[src/rtl/mac_pe_db.sv]
// mac_pe_db: systolic MAC cell with double-buffered weight, signed/unsigned, saturation and sticky overflow
module mac_pe_db #(
  parameter int DATA_WIDTH   = 8,
  parameter int WEIGHT_WIDTH = 8,
  parameter int ACC_WIDTH    = 32,
  parameter bit SIGNED       = 1,
  parameter bit SATURATE     = 1
) (
  input  logic                    clk,
  input  logic                    rst_n,
  input  logic                    clr,
  input  logic [DATA_WIDTH-1:0]   data_in,
  input  logic                    data_valid_in,
  output logic [DATA_WIDTH-1:0]   data_out,
  output logic                    data_valid_out,
  input  logic [ACC_WIDTH-1:0]    acc_in,
  output logic [ACC_WIDTH-1:0]    acc_out,
  input  logic [WEIGHT_WIDTH-1:0] weight_in,
  input  logic                    weight_valid_in,
  output logic [WEIGHT_WIDTH-1:0] weight_out,
  output logic                    weight_valid_out,
  input  logic                    swap_in,
  output logic                    swap_out,
  output logic                    ovf
);
  localparam int SW = ACC_WIDTH + 1;
  logic [WEIGHT_WIDTH-1:0] weight_active, weight_shadow;
  logic [SW-1:0] d_x, w_x, a_x, prod, sum;
  logic [ACC_WIDTH-1:0] sat, acc_nxt;
  logic of;
  // The true product fits in ACC_WIDTH bits, so a modulo-2^SW multiply of extended operands is exact
  assign d_x = SIGNED ? {{(SW-DATA_WIDTH){data_in[DATA_WIDTH-1]}}, data_in} : {{(SW-DATA_WIDTH){1'b0}}, data_in};
  assign w_x = SIGNED ? {{(SW-WEIGHT_WIDTH){weight_active[WEIGHT_WIDTH-1]}}, weight_active}
                      : {{(SW-WEIGHT_WIDTH){1'b0}}, weight_active};
  assign a_x = SIGNED ? {acc_in[ACC_WIDTH-1], acc_in} : {1'b0, acc_in};
  assign prod = d_x * w_x;
  assign sum = prod + a_x;
  assign of = SIGNED ? (sum[SW-1] != sum[SW-2]) : sum[SW-1];
  assign sat = !SIGNED ? {ACC_WIDTH{1'b1}} :
               sum[SW-1] ? {1'b1, {(ACC_WIDTH-1){1'b0}}} : {1'b0, {(ACC_WIDTH-1){1'b1}}};
  assign acc_nxt = (of && SATURATE) ? sat : sum[ACC_WIDTH-1:0];
  always_ff @(posedge clk or negedge rst_n)
    if (!rst_n) begin
      data_out         <= '0;
      data_valid_out   <= 1'b0;
      acc_out          <= '0;
      weight_out       <= '0;
      weight_valid_out <= 1'b0;
      swap_out         <= 1'b0;
      ovf              <= 1'b0;
      weight_active    <= '0;
      weight_shadow    <= '0;
    end else begin
      swap_out         <= swap_in;
      weight_valid_out <= weight_valid_in;
      if (weight_valid_in) begin
        weight_shadow <= weight_in;
        weight_out    <= weight_in;
      end
      if (swap_in) weight_active <= weight_shadow;
      if (clr) begin
        data_out       <= '0;
        acc_out        <= '0;
        data_valid_out <= 1'b0;
        ovf            <= 1'b0;
      end else begin
        data_valid_out <= data_valid_in;
        if (data_valid_in) begin
          data_out <= data_in;
          acc_out  <= acc_nxt;
          ovf      <= ovf | of;
        end
      end
    end
endmodule

[config.mk]
export PLATFORM = sky130hd
export DESIGN_NAME = mac_pe_db
export DESIGN_NICKNAME = d
export VERILOG_FILES = /design/src/rtl/mac_pe_db.sv
export SDC_FILE = /design/constraint.sdc
export NUM_CORES = 1
export LEC_CHECK = 0
export ABC_AREA = 1
export ABC_CLOCK_PERIOD_IN_PS = 11180
export CORE_MARGIN = 2
export CORE_UTILIZATION = 49
export DETAILED_ROUTE_END_ITERATION = 6
export PLACE_DENSITY = 0.81
export REMOVE_ABC_BUFFERS = 1
export SYNTH_ARGS = -nofsm -noshare
export SYNTH_HDL_FRONTEND = slang
export SYNTH_SLANG_ARGS = --single-unit
[constraint.sdc]
create_clock -name clk -period 11.18 [get_ports clk]
set_input_delay 2.236 -clock clk [delete_from_list [all_inputs] [get_ports clk]]
set_output_delay 2.236 -clock clk [all_outputs]
set_load 0.1 [all_outputs]
==> flow_summary.json <==
{
  "status": "finished clean",
  "fin_ws_ns": 2.52,
  "critPathRequiredTime_ns": 11.45,
  "ctsHoldBuffers": 0,
  "drc": 0,
  "post-route-min-period_ns": 8.66,
  "gp_congestion": 0.918,
  "hold_depth": 2,
  "hpwl_mm": 16.8,
  "yosysSeqAreaShare": 0.177,
  "grt_use_met1": 0.298,
  "fin_cells": 1336,
  "ys_ff_latch": 60,
  "cts_tree": "yes",
  "antenna_found_initial": 0,
  "slowest_stage": "a21oi_2",
  "critPathKind": "in -> reg",
  "startpoint_type": "input pin",
  "synthTopCellsByArea": "fa_1, dfrtp_1, nand2_1",
  "tightest_slew_ns": 1.20,
  "netlist.top_cell.by_area": "fa_1",
  "die_y_microns": 136,
  "numCtsBuffers": 9,
  "yosys.area_share.simple": 0.188,
  "io_pins": 106,
  "min_period_over_period": 0.775,
  "multi_input_area_sq_um": 6130,
  "synth_area_sq_um": 8490,
  "rsz0062_at_grt": "no",
  "maxCapViolations": 0,
  "clock_sinks": 60,
  "dieArea_sq_um": 18400,
  "dp_cells": 1320,
  "vias_per_cell": 5.07,
  "drtIter0Drc": 294,
  "port-buffer-count": 105,
  "fmax_mhz": 115,
  "use_met3": 0.0307,
  "num_vias": 6778,
  "grt_max_degree": 61,
  "cts_htree_levels": 3,
  "path_delay_family": "adder cells",
  "cp_max_fo": 31,
  "place_ws_ns": 2.16,
  "ys_types": 31,
  "clock_skew_ns": 0.00568,
  "crit_cells": 20,
  "max_stage_delay_ns": 0.94,
  "grt_pass1_vias": 7283,
  "regArea_sq_um": 1500,
  "timing.slew.headroom": 0.197,
  "routed_wl_mm": 20.1,
  "path_common_cell": "nand2_1",
  "layout-area-overhead-vs-synth_pct": 18.4,
  "grt_usage": 0.238,
  "holdWs_ns": 0.477,
  "synth_top_family_by_area": "adder cells",
  "setup_tns_ns": 0,
  "synth_xor_area_frac": 0.0320,
  "synthAdderAreaFrac": 0.436,
  "crit_chain": "clkdlybuf4s50_1 -> nand2_1 -> fa_1 -> fa_1 -> inv_1 -> fa_1 -> fa_1 -> ha_1 -> ha_1 -> a21oi_1 -> nand2_1 -> nand2_1 -> nand2_1 -> a21oi_1 -> nand2_1 -> nand2_1 -> nand2_2 -> a21oi_2 -> o21ai_0 -> nand2_1",
  "row_count": 48,
  "nNetsFinal": 1372,
  "fillers": 1522,
  "clk_pin_slew_ns": 0.06,
  "dr.pass1.iters": 5,
  "hp-class": "reg -> reg",
  "die_w_microns": 136,
  "crit_arrival_ns": 8.93,
  "wl_per_cell_microns": 15.0,
  "root_buffer": "clkbuf_16",
  "overflow": 0,
  "clkLatencyLatePin_ns": 0.34,
  "yosysWarnings": 0,
  "ant_nets": 0,
  "num_antenna_cells": 0,
  "drive_gt1_frac": 0.0396,
  "timing.final.hold_violations": 0,
  "end_kind": "flop",
  "post_cts_buffers": 0,
  "reg2reg_depth": 19,
  "met2_usage": 0.421,
  "setup_viol": 0,
  "finalMaxSlewViolations": 0,
  "muxShareOfSynthArea": 0.00133,
  "post_cts_resize_count": 0,
  "core_sq_um": 17100,
  "syn_inst": 1013,
  "clk_path_buf_depth": 2,
  "synth_top_area_frac": 0.330,
  "grt.busiest_layer": "met2",
  "initial_utilization": 0.496,
  "synth_compound_area_frac": 0.0637,
  "syn_avg_cell_area_sq_um": 8.38,
  "grt_first_pass_wirelength_mm": 34.5,
  "critPathBufInv": 2
}
==> cells in the final DEF (no fill, tap or decap), types with 20 or more instances in the layout <==
| cell type | n |
|---|---|
| inv_1 | 196 |
| nand3_1 | 28 |
| ha_1 | 72 |
| o21ai_0 | 20 |
| dfrtp_1 | 60 |
| clkdlybuf4s50_1 | 104 |
| xor2_1 | 20 |
| nand2_1 | 280 |
| a21oi_1 | 29 |
| fa_1 | 140 |
| nor2_1 | 55 |
| o21ai_1 | 21 |
==> area by class of cell <==
class	count	area share
multi-input cells	729	0.609
well taps	225	0.0280
flip-flops and latches	60	0.149
repair buffers	109	0.107
clock inverters	6	0.00871
clock buffers	10	0.0238
inverters	197	0.0736
==> worst paths after layout <==
path                                   from               end  slack (ns)
min reg2reg                      acc_out[8]        acc_out[8]        0.48
max reg2reg                weight_active[2]       acc_out[13]        4.47
min in group asynchronous             rst_n  weight_active[4]        2.05
min                              acc_out[8]        acc_out[8]        0.48
max in group asynchronous             rst_n       acc_out[16]        8.59
max                              data_in[7]       acc_out[13]        2.52
==> per-stage QoR <==
stage,instance area [sq um],utilization
after detailed placement,9720,0.568
after CTS,10100,0.587
final,10100,0.587
after global routing,10100,0.587
after floorplan,8360,-
after global placement,9720,0.568
==> synth_stat cells <==
| cell | n |
|---|---|
| nand2_1 | 280 |
| inv_1 | 196 |
| fa_1 | 140 |
| ha_1 | 72 |
| dfrtp_1 | 60 |
| nor2_1 | 56 |
| a21oi_1 | 29 |
| nand3_1 | 28 |
| clkbuf_1 | 22 |
| o21ai_1 | 21 |
| o21ai_0 | 20 |
| xor2_1 | 20 |
| xnor2_1 | 11 |
| a22o_1 | 7 |
| a21oi_2 | 6 |
| nand2_2 | 6 |
| nand4_1 | 6 |
| o21bai_1 | 6 |
| nor3_1 | 5 |
| a21o_1 | 3 |
| buf_4 | 3 |
| nand2_4 | 3 |
| nand3b_1 | 3 |
| buf_6 | 2 |
| nand3_2 | 2 |
| a31o_2 | 1 |
| inv_2 | 1 |
| mux2_2 | 1 |
| nor2_2 | 1 |
| nor4_1 | 1 |
| or2_2 | 1 |
==> cells by family (layout without fill, tap and decap cells) <==
logic type / after synthesis / in the layout
AND/OR/NAND/NOR: 392 / 392
buffers and inverters: 224 / 322
adder cells (fa/ha/maj): 212 / 212
AO/OA/AOI/OAI: 93 / 93
flip-flops: 60 / 60
XOR/XNOR: 31 / 31
multiplexers: 1 / 1
==> worst reg2reg max path, stage by stage, from the launching register on <==
cell and delay [ns]:
dfrtp_1 0.58, nand2_1 0.23, fa_1 0.65, fa_1 0.61, inv_1 0.67, fa_1 0.57, fa_1 0.46, ha_1 0.29
ha_1 0.34, a21oi_1 0.23, nand2_1 0.10, nand2_1 0.06, nand2_1 0.08, a21oi_1 0.22, nand2_1 0.10, nand2_1 0.08
nand2_2 0.08, a21oi_2 0.94, o21ai_0 0.25, nand2_1 0.11
==> routing by layer <==
metal  up-vias  share of wire  wire (microns)
met5         -              0               0
met4         0          0.034             673
met3        52          0.041             829
met2       198           0.51           10200
met1      3272           0.42            8370
li1       3256              -               -
==> sequential cells by signal, indices dropped and copies added (netlist names) <==
| name | count |
|---|---|
| data_valid_out | 1 |
| ovf | 1 |
| acc_out | 32 |
| weight_shadow | 8 |
| data_out | 8 |
| swap_out | 1 |
| weight_valid_out | 1 |
| weight_active | 8 |
Power is not shown: default switching activity piles up to over one toggle a cycle in this logic, so the estimate is an artifact.
==> edit (same settings) <==
`WEIGHT_WIDTH`: 8 -> 10.
--- a/src/rtl/mac_pe_db.sv
+++ b/src/rtl/mac_pe_db.sv
@@ -1,7 +1,7 @@
 // mac_pe_db: systolic MAC cell with double-buffered weight, signed/unsigned, saturation and sticky overflow
 module mac_pe_db #(
   parameter int DATA_WIDTH   = 8,
-  parameter int WEIGHT_WIDTH = 8,
+  parameter int WEIGHT_WIDTH = 10,
   parameter int ACC_WIDTH    = 32,
   parameter bit SIGNED       = 1,
   parameter bit SATURATE     = 1
Interface: changed (resized weight_in and weight_out); port bits go from 106 to 110. The function was not compared with the original's and may differ.
==> edit against the unedited design <==
Via count up 3.5%. Synthesized area is 4.7% higher. Final area is 4.1% higher. Sequential cell count up 4. Worst setup slack improved by 390 ps. Clock skew grew 2.1 ps. Routed wire length increased by 4.4%. Critical endpoint is now acc_out[11]. Highest routed layer unchanged.
Power is not shown: default switching activity piles up to over one toggle a cycle in this logic, so the estimate is an artifact.
==> edit: results (changes against the unedited design) <==
\begin{tabular}{lr}
\hline
Metric & Value \\
\hline
\multicolumn{2}{l}{\textbf{Run status}} \\
Outcome & finished, final reports clean \\
\multicolumn{2}{l}{\textbf{Logic synthesis}} \\
Cell variety after synth & 32 (+3.2\%) \\
Async set or reset register ratio after synthesis & 1.00 (unchanged) \\
Top cells by count, synth & sky130\_fd\_sc\_hd\_\_nand2\_1, sky130\_fd\_sc\_hd\_\_inv\_1, sky130\_fd\_sc\_hd\_\_fa\_1 \\
Share of the yosys chip area belonging to registers & 0.180 (+0.00330) \\
Cell types occupying the most area after synthesis & sky130\_fd\_sc\_hd\_\_fa\_1, sky130\_fd\_sc\_hd\_\_dfrtp\_1, sky130\_fd\_sc\_hd\_\_nand2\_1 \\
\multicolumn{2}{l}{\textbf{Placement}} \\
Placer Congestion & 0.930 (+1.3\%) \\
Number of I/O port buffers & 109 (+3.8\%) \\
Setup Slack @ Placement & 2510 ps (+347 ps) \\
HPWL reported at the end of detailed placement & 17,300 um (+3.1\%) \\
\multicolumn{2}{l}{\textbf{GRT}} \\
Total routing usage reported by global routing & 0.234 (-0.00377) \\
Largest net degree at the start of global routing & 65 (+6.6\%) \\
Antenna violations before repair & 0 (unchanged) \\
Number of global-route vias before repair & 7,613 (+4.5\%) \\
Met2 capacity usage during global routing & 0.417 (-0.00481) \\
Wire length of the first global-routing pass & 36,100 um (+4.6\%) \\
GR Layer Usage met1 & 0.287 (-0.0107) \\
Grt met3 use & 0.0352 (+0.00454) \\
\multicolumn{2}{l}{\textbf{Clocking}} \\
Post-CTS setup buffer count & 0 (unchanged) \\
Clock network latency to the later pin of the worst-skew pair & 350 ps \\
Clock transition at the registers of the reported paths & 60 ps (about the same) \\
\multicolumn{2}{l}{\textbf{Setup path}} \\
Slowest-stage cell, CP & sky130\_fd\_sc\_hd\_\_inv\_1 \\
Crit path largest cell delay & 800 ps (-140 ps) \\
Arrival time at the worst endpoint & 8560 ps (-370 ps) \\
\multicolumn{2}{l}{\textbf{Detailed routing}} \\
Number of detailed-routing iterations run before antenna repair & 5 (unchanged) \\
Initial detailed-routing violation count & 476 (+62\%) \\
WL final & 20,900 um (+4.4\%) \\
Vias & 7,013 (+3.5\%) \\
\multicolumn{2}{l}{\textbf{STA}} \\
Worst-margin pin slew & 1090 ps (-114 ps) \\
Largest clock skew in the final design & 7.82 ps (+2.14 ps) \\
\multicolumn{2}{l}{\textbf{Layout}} \\
Final-stage net count & 1,429 (+4.2\%) \\
Final-layout fill cell count & 1,618 (+6.3\%) \\
Share of post-route cells with drive strength above 1 & 0.0483 (+0.00867) \\
\multicolumn{2}{l}{\textbf{Worst hold path}} \\
Hold Crit Class & flip-flop to flip-flop \\
\hline
\end{tabular}
[edit: changes by cell type after synthesis, moves of 3 or more]
cell / delta
sky130_fd_sc_hd__xor2_1: -5
sky130_fd_sc_hd__inv_1: +19
sky130_fd_sc_hd__fa_1: +6
sky130_fd_sc_hd__nand3_1: +3
sky130_fd_sc_hd__dfrtp_1: +4
sky130_fd_sc_hd__nor2_1: -3
sky130_fd_sc_hd__nor2_2: +4
sky130_fd_sc_hd__nand2_1: +14
sky130_fd_sc_hd__clkbuf_1: +4
[edit: worst max-delay path: cells and delay by family]
family                     cells  cell delay [ps]
buffers and inverters          5             1870
and+or+nand+nor                6              540
adders and majority gates      6             2790
AOI/OAI and AO/OA              5             1100
[edit: path summary, 6_finish.rpt]
kind                               endpoint             start  depth (start not counted)  slack (ps)
max reg2reg                     acc_out[11]  weight_active[9]                         21        5050
max                             acc_out[11]        data_in[1]                         22        2910
min reg2reg                     acc_out[18]       acc_out[18]                          2         480
min                             acc_out[18]       acc_out[18]                          2         480
min in group asynchronous  weight_shadow[5]             rst_n                          2        2060
max in group asynchronous       acc_out[22]             rst_n                          2        8560
[edit: metrics by stage]
step                      hold slack (ps)  cells  utilization  area [um2]
final                                 479   1389        0.585       10500
after global routing                  503   1389        0.585       10500
after CTS                             483   1389        0.585       10500
after detailed placement              465   1373        0.566       10100
after global placement                467   1373        0.566       10100
after floorplan                       603   1031            -        8730
[edit: kinds of logic after synthesis]
logic type	Yosys count	share of synthesized area
AND/OR/NAND/NOR	413	0.191
buffers and inverters	251	0.110
adder cells (fa/ha/maj)	218	0.430
AO/OA/AOI/OAI	92	0.0630
flip-flops	64	0.180
XOR/XNOR	25	0.0246
multiplexers	1	0.00127
[edit: final cells by class]
class | instances | share of cell area
tap | 229 | 0.0274
inverter | 218 | 0.0782
timing repair buffer | 113 | 0.107
clock buffer | 9 | 0.0215
sequential | 64 | 0.153
clock inverter | 7 | 0.00980
multi-input combinational | 749 | 0.603
[edit: routing by layer]
metal / wire, um / part of all wire / vias up
li1: - / - / 3380
met1: 8600 / 0.41 / 3354
met2: 10700 / 0.51 / 240
met3: 1120 / 0.053 / 39
met4: 562 / 0.027 / 0
met5: 0 / 0 / -
